--- src/rtl/pipe_hazard_ctrl.sv ---
// Pipeline interlock for the 5-stage MIPS core: a 3-entry destination scoreboard drives stalls and EX bubbles, and taken redirects flush IF/ID and ID/EX.
// Define HAZARD_FWD_EN to stall only on load-use and to emit registered operand-forwarding selects.
module pipe_hazard_ctrl #(
    parameter int REG_AW = 5,
    parameter int CNT_W  = 16
) (
    input  logic              clock,
    input  logic              reset,
    input  logic              start,
    input  logic              id_valid,
    input  logic [REG_AW-1:0] id_rs,
    input  logic [REG_AW-1:0] id_rt,
    input  logic              id_use_rs,
    input  logic              id_use_rt,
    input  logic              id_wr_en,
    input  logic [REG_AW-1:0] id_rd,
    input  logic              id_is_load,
    input  logic              ex_redirect,
    output logic              pc_hold,
    output logic              ifid_hold,
    output logic              ifid_flush,
    output logic              ex_bubble,
    output logic [1:0]        fwd_a_sel,
    output logic [1:0]        fwd_b_sel,
    output logic [CNT_W-1:0]  stall_cnt,
    output logic [CNT_W-1:0]  flush_cnt
);

    typedef enum logic [1:0] {S_IDLE, S_RUN, S_STALL} state_t;

    state_t            state, state_nxt;
    logic [3:1]        sb_v;
    logic [REG_AW-1:0] sb_rd [1:3];
    logic [3:1]        hit_rs, hit_rt, hit;
    logic              hazard, active, advance, s1_v;

    always_comb begin
        hit_rs = '0;
        hit_rt = '0;
        for (int k = 1; k <= 3; k++) begin
            hit_rs[k] = sb_v[k] & id_use_rs & (id_rs == sb_rd[k]);
            hit_rt[k] = sb_v[k] & id_use_rt & (id_rt == sb_rd[k]);
        end
        hit = hit_rs | hit_rt;
    end

`ifdef HAZARD_FWD_EN
    logic sb_ld1;
    assign hazard = id_valid & hit[1] & sb_ld1;
`else
    logic unused_ld;
    assign unused_ld = id_is_load;
    assign hazard    = id_valid & (|hit);
`endif

    assign active  = (state != S_IDLE);
    assign advance = active & id_valid & ~hazard & ~ex_redirect;
    // gr0 is never recorded, so a write to it can never create a match.
    assign s1_v    = advance & id_wr_en & (id_rd != '0);

    always_comb begin
        state_nxt  = state;
        pc_hold    = 1'b0;
        ifid_hold  = 1'b0;
        ifid_flush = 1'b0;
        ex_bubble  = 1'b0;
        case (state)
            S_RUN, S_STALL: begin
                if (ex_redirect) begin
                    ifid_flush = 1'b1;
                    ex_bubble  = 1'b1;
                    state_nxt  = S_RUN;
                end else if (hazard) begin
                    pc_hold   = 1'b1;
                    ifid_hold = 1'b1;
                    ex_bubble = 1'b1;
                    state_nxt = S_STALL;
                end else begin
                    state_nxt = S_RUN;
                end
                if (!start) state_nxt = S_IDLE;
            end
            default: begin
                pc_hold   = 1'b1;
                ifid_hold = 1'b1;
                ex_bubble = 1'b1;
                state_nxt = start ? S_RUN : S_IDLE;
            end
        endcase
    end

    always_ff @(posedge clock) begin
        if (reset) begin
            state     <= S_IDLE;
            sb_v      <= '0;
            sb_rd[1]  <= '0;
            sb_rd[2]  <= '0;
            sb_rd[3]  <= '0;
            stall_cnt <= '0;
            flush_cnt <= '0;
        end else begin
            state    <= state_nxt;
            sb_v     <= {sb_v[2], sb_v[1], s1_v};
            sb_rd[3] <= sb_rd[2];
            sb_rd[2] <= sb_rd[1];
            sb_rd[1] <= id_rd;
            if (active && hazard && !ex_redirect && stall_cnt != {CNT_W{1'b1}})
                stall_cnt <= stall_cnt + CNT_W'(1);
            if (active && ex_redirect && flush_cnt != {CNT_W{1'b1}})
                flush_cnt <= flush_cnt + CNT_W'(1);
        end
    end

`ifdef HAZARD_FWD_EN
    function automatic logic [1:0] fwd_pick(input logic [3:1] h);
        if (h[1])      return 2'b01;
        else if (h[2]) return 2'b10;
        else if (h[3]) return 2'b11;
        else           return 2'b00;
    endfunction

    always_ff @(posedge clock) begin
        if (reset) begin
            sb_ld1    <= 1'b0;
            fwd_a_sel <= 2'b00;
            fwd_b_sel <= 2'b00;
        end else begin
            sb_ld1    <= id_is_load;
            fwd_a_sel <= advance ? fwd_pick(hit_rs) : 2'b00;
            fwd_b_sel <= advance ? fwd_pick(hit_rt) : 2'b00;
        end
    end
`else
    assign fwd_a_sel = 2'b00;
    assign fwd_b_sel = 2'b00;
`endif

endmodule
--- config.mk ---
export PLATFORM = sky130hd
export DESIGN_NAME = pipe_hazard_ctrl
export DESIGN_NICKNAME = d
export VERILOG_FILES = /design/src/rtl/pipe_hazard_ctrl.sv
export SDC_FILE = /design/constraint.sdc
export NUM_CORES = 1
export LEC_CHECK = 0
export ABC_CLOCK_PERIOD_IN_PS = 1850
export CORE_MARGIN = 2
export CORE_UTILIZATION = 40
export DETAILED_ROUTE_END_ITERATION = 8
export GPL_ROUTABILITY_DRIVEN = 1
export PLACE_DENSITY = 0.73
export SYNTH_ARGS = -nofsm -noshare
export SYNTH_HDL_FRONTEND = slang
export SYNTH_SLANG_ARGS = --single-unit
--- constraint.sdc ---
create_clock -name clock -period 1.85 [get_ports clock]
set_input_delay 0.37 -clock clock [delete_from_list [all_inputs] [get_ports clock]]
set_output_delay 0.37 -clock clock [all_outputs]
set_load 0.02 [all_outputs]
==> results of run 1 <==
==> where the power goes <==
part / leakage, uW / internal (uW) / switching, uW
registers: 0.000431 / 1130 / 21.7
clock network: 0.0000548 / 408 / 398
logic: 0.00103 / 127 / 114
==> cells by family after synthesis <==
kind of cell | after synthesis | share of synthesized area
xor gates and xnor gates | 41 | 0.136
DFF | 52 | 0.394
AOI/OAI and AO/OA | 39 | 0.101
and+or+nand+nor | 131 | 0.282
buffers and inverters | 22 | 0.0460
adders and majority gates | 3 | 0.0142
other | 1 | 0.00142
muxes | 6 | 0.0246
==> worst min path at each step <==
stage                    endpoint  slack, ns  cells after the start
floorplan                state[1]       0.45                      1
global placement          sb_v[3]       0.48                      1
detailed placement  stall_cnt[11]       0.48                      2
CTS                  flush_cnt[7]       0.49                      2
global route        flush_cnt[10]       0.49                      2
finish              flush_cnt[10]       0.49                      2
==> state kept, by name (all words and copies together), names as in the netlist <==
signal / cells
stall_cnt: 16
sb_v: 3
state: 2
flush_cnt: 16
sb_rd: 15
==> Yosys cell counts, drive strengths merged, types with 7 or more instances <==
cell / number
or4: 8
nand2: 17
nand3: 16
xnor2: 34
o31ai: 7
dfxtp: 52
nor2: 21
nand4: 16
xor2: 7
buf: 11
nor2b: 23
a21oi: 14
==> layout make-up <==
class	count	area [um2]	area share
multi-input cells	224	1730	0.429
flip-flops and latches	52	1080	0.267
repair buffers	116	998	0.247
well taps	77	96.3	0.0239
clock buffers	5	68.8	0.0170
clock inverters	3	46.3	0.0115
inverters	5	18.8	0.00465
==> timing repair <==
action,CTS,global route
hold buffers,0,0
endpoints found under the setup margin,20,26
pin swaps,13,9
resized for setup,57,31
setup buffers,2,0
cloned,0,0
==> layer usage <==
metal	part of all wire	wire length [um]	track usage	up-vias
li1	-	-	-	1263
met1	0.46	3270	0.261	1208
met2	0.49	3430	0.314	61
met3	0.045	314	0.0370	2
met4	0.0050	35	0.0649	0
met5	0	0	0	-
==> per-stage QoR <==
| stage | power [uW] | area, um2 | util | setup slack [ns] |
|---|---|---|---|---|
| 3_5_place_dp | 1390 | 3720 | 0.585 | -0.992 |
| 2_1_floorplan | 1290 | 2740 | - | -0.0684 |
| 6_report | 2200 | 4040 | 0.636 | -0.261 |
| 3_3_place_gp | 1390 | 3720 | 0.585 | -0.933 |
| 4_1_cts | 2200 | 3920 | 0.617 | -0.223 |
| 5_1_grt | 2300 | 4040 | 0.636 | -0.321 |
==> worst max-delay path: cells and delay by family <==
kind | cells | cell delay [ns]
AOI/OAI and AO/OA | 2 | 0.37
xor gates and xnor gates | 1 | 0.22
buffers and inverters | 2 | 0.46
and+or+nand+nor | 3 | 0.33
==> flow_summary_export.csv, run 1 <==
group,metric,value,unit
critical_path,critical_path.endpoint,"pc_hold",
clock_tree,insertion_delay,0.31,ns
timing,slew_viol_final,0,
synth,syn_area,0.00264,mm2
critical_path,reg2reg_from,"sb_rd[0][16]",
critical_path,critPathKind,"in2out",
final_layout,fin_cells,482,
critical_path,critPathArrivalTime,1.74,ns
floorplanning,core-area,0.00635,mm2
critical_path,end_kind,"primary output",
final_layout,fill_cells,513,
global_route,antenna_found_initial,0,
drt,drcViolationCount,0,
drt,ant_nets,0,
clock_tree,clkSinkCount,52,
synth,yosys.area.top_type,"dfxtp_1",
drt,drt_iter0_markers,126,
critical_path,critPathMaxFanout,3,
timing,rsz0062_at_grt,"true",
synth,synth-seq-cells,52,
drt,wl_per_cell,14.6,um
clock_tree,tritoncts,"yes",
timing,final.setup.tns,-3.15,ns
critical_path,max_stage_delay,0.32,ns
timing,fmax,474,MHz
floorplanning,rows,29,
drt,first_pass_iters,4,
critical_path,timing.critical_path.from,"id_rs[1]",
global_route,grt_pass1_wl,11500,um
power,p_leak,0.00151,uW
clock_tree,clockBufferDepth,2,
outcome,status,"complete, but fails checks",
final_layout,area_growth,53.0,%
floorplanning,die_w,85.2,um
timing,min_period_over_period,1.14,
synth,synth_flop_cell,"dfxtp_1",
synth,avgSynthCellArea,8.95,um2
flow_run,maxCapViolCount,0,
clock_tree,clock-root-buffer,"clkbuf_8",
outcome,violations,"negative setup slack",
power,vdd_drop_max,467,uV
final_layout,final_cell_mix,"buf_4, clkdlybuf4s50_1, dfxtp_1",
critical_path,path_cells,"dlygate4sd2_1, xnor2_1, nand4_1, o22a_1, nand3_2, nand2_4, o21ai_4, buf_6",
synth,async_flop_share,0,
global_route,grt-ovfl-total,0,
critical_path,worstPathRequired,1.48,ns
synth,yosys_warnings,0,
clock_tree,path_clk_slew,0.10,ns
synth,yosys-top-cells-area,"dfxtp_1, xnor2_1, nor2b_1, nand4_1, nand3_1",
critical_path,startpoint_type,"primary input",
synth,yosysSeqAreaShare,0.394,
final_layout,layout_commonest_cell,"buf_4",
critical_path,reg2reg_to,"stall_cnt[4]",
timing,finalSetupViolCount,19,
placement,place.gp.congestion,0.952,
synth,synth_top_cell_area_share,0.394,
placement,dp_hpwl,5120,um
synth,synth-edff-count,0,
critical_path,cp_slowest_cell,"dlygate4sd2_1",
power,power_density,545,mW/mm2
final_layout,drive_gt1_frac,0.319,
drt,wl,7050,um
timing,finalWorstPathRequiredPeriod,2.11,ns
hold_path,worstHoldStart,"reset",
timing,setup_ws,-0.261,ns
drt,vias,2534,
critical_path,reg2reg_depth,7,
floorplanning,die_y,85.2,um
final_layout,nets,431,
drt,vias_per_cell,5.26,
floorplanning,floorplan.initialDensity,0.416,
final_layout,antenna_cells,0,
placement,dpl.cell_count,472,
critical_path,r2r_slack,-0.19,ns
clock_tree,htreeDepth,2,
global_route,grt_pass1_vias,2430,
floorplanning,design.portCount,64,
hold_path,hold_path.class,"in2reg",
synth,synthCells,295,
clock_tree,cts_made_buffers,5,
timing,hold_violations,0,
global_route,track_usage,0.194,
global_route,grt_max_degree,27,
placement,port_buffers,58,
synth,ys_types,48,
timing,whs,0.491,ns
timing,fin_skew,0.0123,ns
floorplanning,die-area,0.00727,mm2
(Power assumes the default switching activity.)
==> run 2, diff against run 1 <==
--- a/config.mk
+++ b/config.mk
@@ -6,7 +6,6 @@
 export NUM_CORES = 1
 export LEC_CHECK = 0
 export ABC_CLOCK_PERIOD_IN_PS = 1850
-export CORE_MARGIN = 2
 export CORE_UTILIZATION = 40
 export DETAILED_ROUTE_END_ITERATION = 8
 export GPL_ROUTABILITY_DRIVEN = 1
==> run 2 against run 1 <==
The flow still finishes with violations (negative setup slack). Highest routed layer unchanged. Register-to-register slack gained 0.07 ns. Largest cell class unchanged. Setup slack improved by 0.034 ns. Total power fell by 7.2%. Utilization down 0.95 points. Global-route usage decreased by 0.19 points. Cell count unchanged. Flip-flop and latch count is the same. Cell area shrank 1.5%.
==> flow_summary_export.csv, run 2 (synthesis results as in run 1) <==
group,metric,value,unit
power,p_comb_frac,0.114,
global_route,grt_use_met1,0.265,
global_route,grt-ovfl-total,0,
placement,dp_hpwl,4860,um
final_layout,largestRegisters,"flush_cnt x16, stall_cnt x16, sb_rd x15",
critical_path,worstPathRequired,1.48,ns
final_layout,fin_cells,482,
power,p_leak,0.00144,uW
power,power_density,513,mW/mm2
global_route,antenna_found_initial,0,
power,internal_power,1530,uW
flow_run,maxCapViolCount,0,
clock_tree,tritoncts,"yes",
timing,setup_ws,-0.227,ns
timing,whs,0.502,ns
drt,wl_per_cell,13.7,um
hold_path,hold_path.class,"reg2reg",
floorplanning,rows,29,
global_route,grt_max_degree,25,
placement,place.gp.congestion,0.865,
global_route,grt.busiest_layer,"met2",
critical_path,end_kind,"primary output",
global_route,grt_pass1_vias,2409,
global_route,track_usage,0.192,
final_layout,nets,431,
floorplanning,die-area,0.00693,mm2
clock_tree,clock-root-buffer,"clkbuf_8",
clock_tree,cts_made_buffers,5,
drt,drt_iter0_markers,93,
global_route,use_met2,0.308,
final_layout,final_cell_mix,"buf_4, clkdlybuf4s50_1, dfxtp_1",
final_layout,layout_commonest_cell,"buf_4",
timing,rsz0062_at_grt,"true",
global_route,use_met3,0.0219,
critical_path,critPathArrivalTime,1.71,ns
outcome,status,"complete, but fails checks",
global_route,grt_pass1_wl,11000,um
final_layout,area_growth,50.7,%
final_layout,antenna_cells,0,
critical_path,crit_family,"compound AO/OA/AOI/OAI gates",
timing,fin_skew,0.0123,ns
critical_path,path_cells,"xnor2_1, nand4_1, o22a_1, nand3_2, nand2_2, o21ai_4, buf_6",
final_layout,drive_gt1_frac,0.306,
timing,min_period_over_period,1.12,
timing,finalWorstPathRequiredPeriod,2.08,ns
clock_tree,clockBufferDepth,2,
drt,wl,6620,um
clock_tree,clkSinkCount,52,
power,vdd_drop_max,307,uV
critical_path,max_stage_delay,0.36,ns
placement,port_buffers,58,
drt,ant_nets,0,
timing,final.setup.tns,-1.42,ns
critical_path,critPathKind,"reg2out",
floorplanning,die_w,83.2,um
drt,vias_per_cell,5.23,
timing,slew_viol_final,0,
final_layout,fin_util,0.627,
placement,dpl.cell_count,471,
power,clkPwrFrac,0.323,
floorplanning,floorplan.initialDensity,0.416,
critical_path,cp_slowest_cell,"dfxtp_2",
timing,fmax,482,MHz
drt,drcViolationCount,0,
critical_path,critPathMaxFanout,3,
drt,first_pass_iters,4,
critical_path,startpoint_type,"flip-flop",
clock_tree,path_clk_slew,0.09,ns
outcome,violations,"negative setup slack",
power,p_sw,514,uW
clock_tree,insertion_delay,0.31,ns
floorplanning,core-area,0.00635,mm2
clock_tree,holdBufCountCts,0,
floorplanning,design.portCount,64,
critical_path,path_buf_inv,1,
floorplanning,die_y,83.2,um
clock_tree,htreeDepth,2,
drt,vias,2523,
timing,finalSetupViolCount,15,
power,p_sw_frac,0.252,
timing,hold_violations,0,
power,seq_power_share,0.564,
-- run 2: cell types whose count changed in the layout (fill, tap and decap cells not counted), sizes merged --
cell           delta
dlymetal6s2s      -1
dlygate4sd2       -1
bufinv            -1
inv               +1
clkdlybuf4s15     +2
clkbuf            -1
clkinvlp          -1
buf               -1
clkdlybuf4s50     +2
clkinv            +1
-- run 2: worst reg2reg max path, stage by stage (launching register included) --
cell and delay [ns]:
dfxtp_2 0.36, xnor2_1 0.17, nand4_1 0.12, o22a_1 0.25
and3_4 0.29, nor4b_4 0.34, mux2_4 0.33
-- run 2: timing repair --
action                     CTS  global route
gates resized for setup     61            23
setup endpoints to repair   20            24
buffers inserted             3             0
pin swaps                   18            12
-- run 2: area by class of cell --
class                      instances  area (um2)
timing repair buffer             116        1010
sequential                        52        1080
clock inverter                     3        21.3
multi-input combinational        224        1690
inverter                           5        18.8
clock buffer                       5        68.8
tap                               77        96.3
fill                             524        2370
-- run 2: layer usage --
layer | wire, um | share of wire
met3 | 317 | 0.048
met1 | 3090 | 0.47
met2 | 3170 | 0.48
met5 | 0 | 0
met4 | 43 | 0.0065
-- run 2: stage by stage --
stage / area, um2 / setup WS (ns) / power [uW]
2_1_floorplan: 2740 / -0.0684 / 1290
3_3_place_gp: 3710 / -0.960 / 1390
3_5_place_dp: 3710 / -0.988 / 1400
4_1_cts: 3900 / -0.197 / 2060
5_1_grt: 3980 / -0.291 / 2130
6_report: 3980 / -0.227 / 2040
-- run 2: path summary, 6_finish.rpt --
kind,cells past startpoint,startpoint,slack (ns),to
max reg2reg,6,sb_rd[0][9],-0.12,stall_cnt[10]
max,7,sb_rd[0][9],-0.23,ifid_hold
min reg2reg,1,sb_rd[0][5],0.50,sb_rd[0][10]
min,1,sb_rd[0][5],0.50,sb_rd[0][10]
-- run 2: power by group through the flow --
stage / registers [uW] / logic [uW] / clock network (uW)
4_1_cts: 1150 / 222 / 685
3_5_place_dp: 1170 / 222 / 0
6_report: 1150 / 233 / 658
3_3_place_gp: 1170 / 217 / 0
2_1_floorplan: 1170 / 117 / 0
5_1_grt: 1150 / 251 / 728
==> run 3, diff against run 2 <==
--- a/config.mk
+++ b/config.mk
@@ -7,6 +7,7 @@
 export LEC_CHECK = 0
 export ABC_CLOCK_PERIOD_IN_PS = 1850
 export CORE_UTILIZATION = 40
+export CTS_CLUSTER_SIZE = 14
 export DETAILED_ROUTE_END_ITERATION = 8
 export GPL_ROUTABILITY_DRIVEN = 1
 export PLACE_DENSITY = 0.73
==> results of run 3 <==
Same layout as run 2: the final DEF is identical, and so are final timing and power.
==> RTL change, RTL diff (settings of run 3) <==
Set the parameter `REG_AW` to 6 (it was 5).
--- a/src/rtl/pipe_hazard_ctrl.sv
+++ b/src/rtl/pipe_hazard_ctrl.sv
@@ -1,7 +1,7 @@
 // Pipeline interlock for the 5-stage MIPS core: a 3-entry destination scoreboard drives stalls and EX bubbles, and taken redirects flush IF/ID and ID/EX.
 // Define HAZARD_FWD_EN to stall only on load-use and to emit registered operand-forwarding selects.
 module pipe_hazard_ctrl #(
-    parameter int REG_AW = 5,
+    parameter int REG_AW = 6,
     parameter int CNT_W  = 16
 ) (
     input  logic              clock,
Ports: changed (resized id_rd, id_rs and id_rt); port bits go from 64 to 67. No check against the original RTL was run, so the function may have changed too.
==> RTL change against run 3 <==
The run still ends with negative setup slack left; sequential power is 6% higher; register-to-register slack worse by 0.47 ns; hold slack worse by 0.0061 ns; count of clock-buffer cells in the layout is 3 higher; final area is 6.1% higher; wire length is 9.2% higher; non-clock buffer count is 18 higher; sequential cell count is 3 higher; sequential share of layout area is 0.81 points lower; critical endpoint unchanged; power is 7.5% higher; setup slack worse by 0.45 ns; critical path depth is 1 higher; synthesized area is 5.1% higher.
==> RTL change: results (changes against run 3) <==
| Metric | Value |
|---|---|
| Status | finished, violations left |
| Failing checks | negative setup slack |
| Non-clock inverters | 6 (+1) |
| R2r startpoint | sb_rd[0][6] |
| Largest regs | sb_rd (18), flush_cnt (16), stall_cnt (16) |
| Setup slack, reg-to-reg | -0.59 ns (-0.47 ns) |
| Nets@finish | 472 (+9.5%) |
| RR Endpoint | stall_cnt[9] |
| Multi-input combinational area share | 0.4088 (-0.01538) |
| Post-CTS sizing | 58 (-4.9%) |
| Via/cell ratio | 5.062 (-3.3%) |
| Multiplexer share of the synthesized area | 0.02795 (+0.003309) |
| First-pass GRT wire length | 11750 um (+6.5%) |
| Sw Ratio | 0.2318 (-0.02005) |
| Met2 Usage GRT | 0.3497 (+0.04196) |
| Number of global-route vias before repair | 2508 (+4.1%) |
| Final HPWL DP | 5138 um (+5.7%) |
| Post-route setup slack | -0.6721 ns (-0.4456 ns) |
| # setup viols final | 22 (+7) |
| Seq/Total Area, Yosys | 0.3968 (+0.002441) |
| Hold path depth | 2 (+1) |
| GRT Overall Usage | 0.2028 (+0.01042) |
| WL met1 | 3190 um (+3.3%) |
| Adder-cell share of the synthesized area | 0.01353 (-0.0006923) |
| Mean area per synthesized cell | 8.866 um2 (-0.93%) |
| Final std cells w/o fill | 520 (+7.9%) |
| ClkCell Share | 0.02372 (+0.001076) |
| Routability Congestion | 0.8771 (+1.4%) |
| WL met2 | 3582 um (+13%) |
| Post-placement cell count | 506 (+7.4%) |
| Power Total | 2195 uW (+7.5%) |
| Synth unique cells | 42 (-13%) |
| Minimum hold slack | 0.4956 ns (-0.006073 ns) |
| Final setup TNS | -9.236 ns (-7.814 ns) |
| Skew final | 0.01519 ns (+0.002915 ns) |
| M3 GR Usage | 0.03307 (+0.01121) |
| Placed Area | 0.003923 mm2 (+5.6%) |
| Worst-Margin Slew | 0.6420 ns |
| Fraction of synthesized cell area in xor and xnor cells | 0.1515 (+0.01547) |
| Port Buffers | 61 (+5.2%) |
| Total wire length | 7232 um (+9.2%) |
| Largest cells by area after synthesis | dfxtp_1 (40%), xnor2_1 (8.2%), xor2_1 (6.9%), nor2b_1 (5.9%), nor2_1 (3.7%) |
| Multi-input gates | 240 (+7.1%) |
| Plain + repair buffers | 134 (+16%) |
| Non-clk buf share | 0.2766 (+0.02315) |
| Max IR drop VDD | 0.0002806 V (-8.6%) |
| Fillers | 527 (+0.57%) |
| Die X | 85.30 um (+2.5%) |
| Number of sequential cells | 55 (+5.8%) |
| Sequential fraction of design power | 0.555 (-0.009) |
| CLK BUF | 8 (+3) |
| Layout cell share with drive strength beyond 1 | 0.2912 (-0.01498) |
| Register Area | 0.001109 mm2 (+2.9%) |
| Largest net degree at the start of global routing | 35 (+40%) |
| GR Util met1 | 0.2598 (-0.005154) |
| Clk. pwr | 707 uW (+7.4%) |
| DR iter-0 viols | 121 (+30%) |
| Worst Hold Path EP | flush_cnt[12] |
## RTL change: changes by cell type after synthesis, sizes merged, moves of 4 or more
| cell | run 3 | this run |
|---|---|---|
| xor2 | 7 | 22 |
| nand3 | 16 | 20 |
| nand4 | 16 | 9 |
| and3 | 6 | 12 |
| xnor2 | 34 | 26 |
| nor2 | 21 | 27 |
| o41ai | 4 | 0 |
| or3 | 3 | 8 |
## RTL change: worst max-delay path: stages, from the launching register on
cell     delay [ns]
dfxtp_2        0.35
xor2_1         0.16
or4_4          0.51
o22ai_2        0.17
nor3_2         0.07
and2_4         0.17
or2_4          0.24
nand2_4        0.07
buf_6          0.11
## RTL change: stage by stage
stage | utilization | setup slack (ns)
final | 0.6462 | -0.6721
after global routing | 0.6462 | -0.7524
after CTS | 0.6377 | -0.6841
after detailed placement | 0.6006 | -1.311
after global placement | 0.6006 | -1.306
after floorplan | - | -0.5147
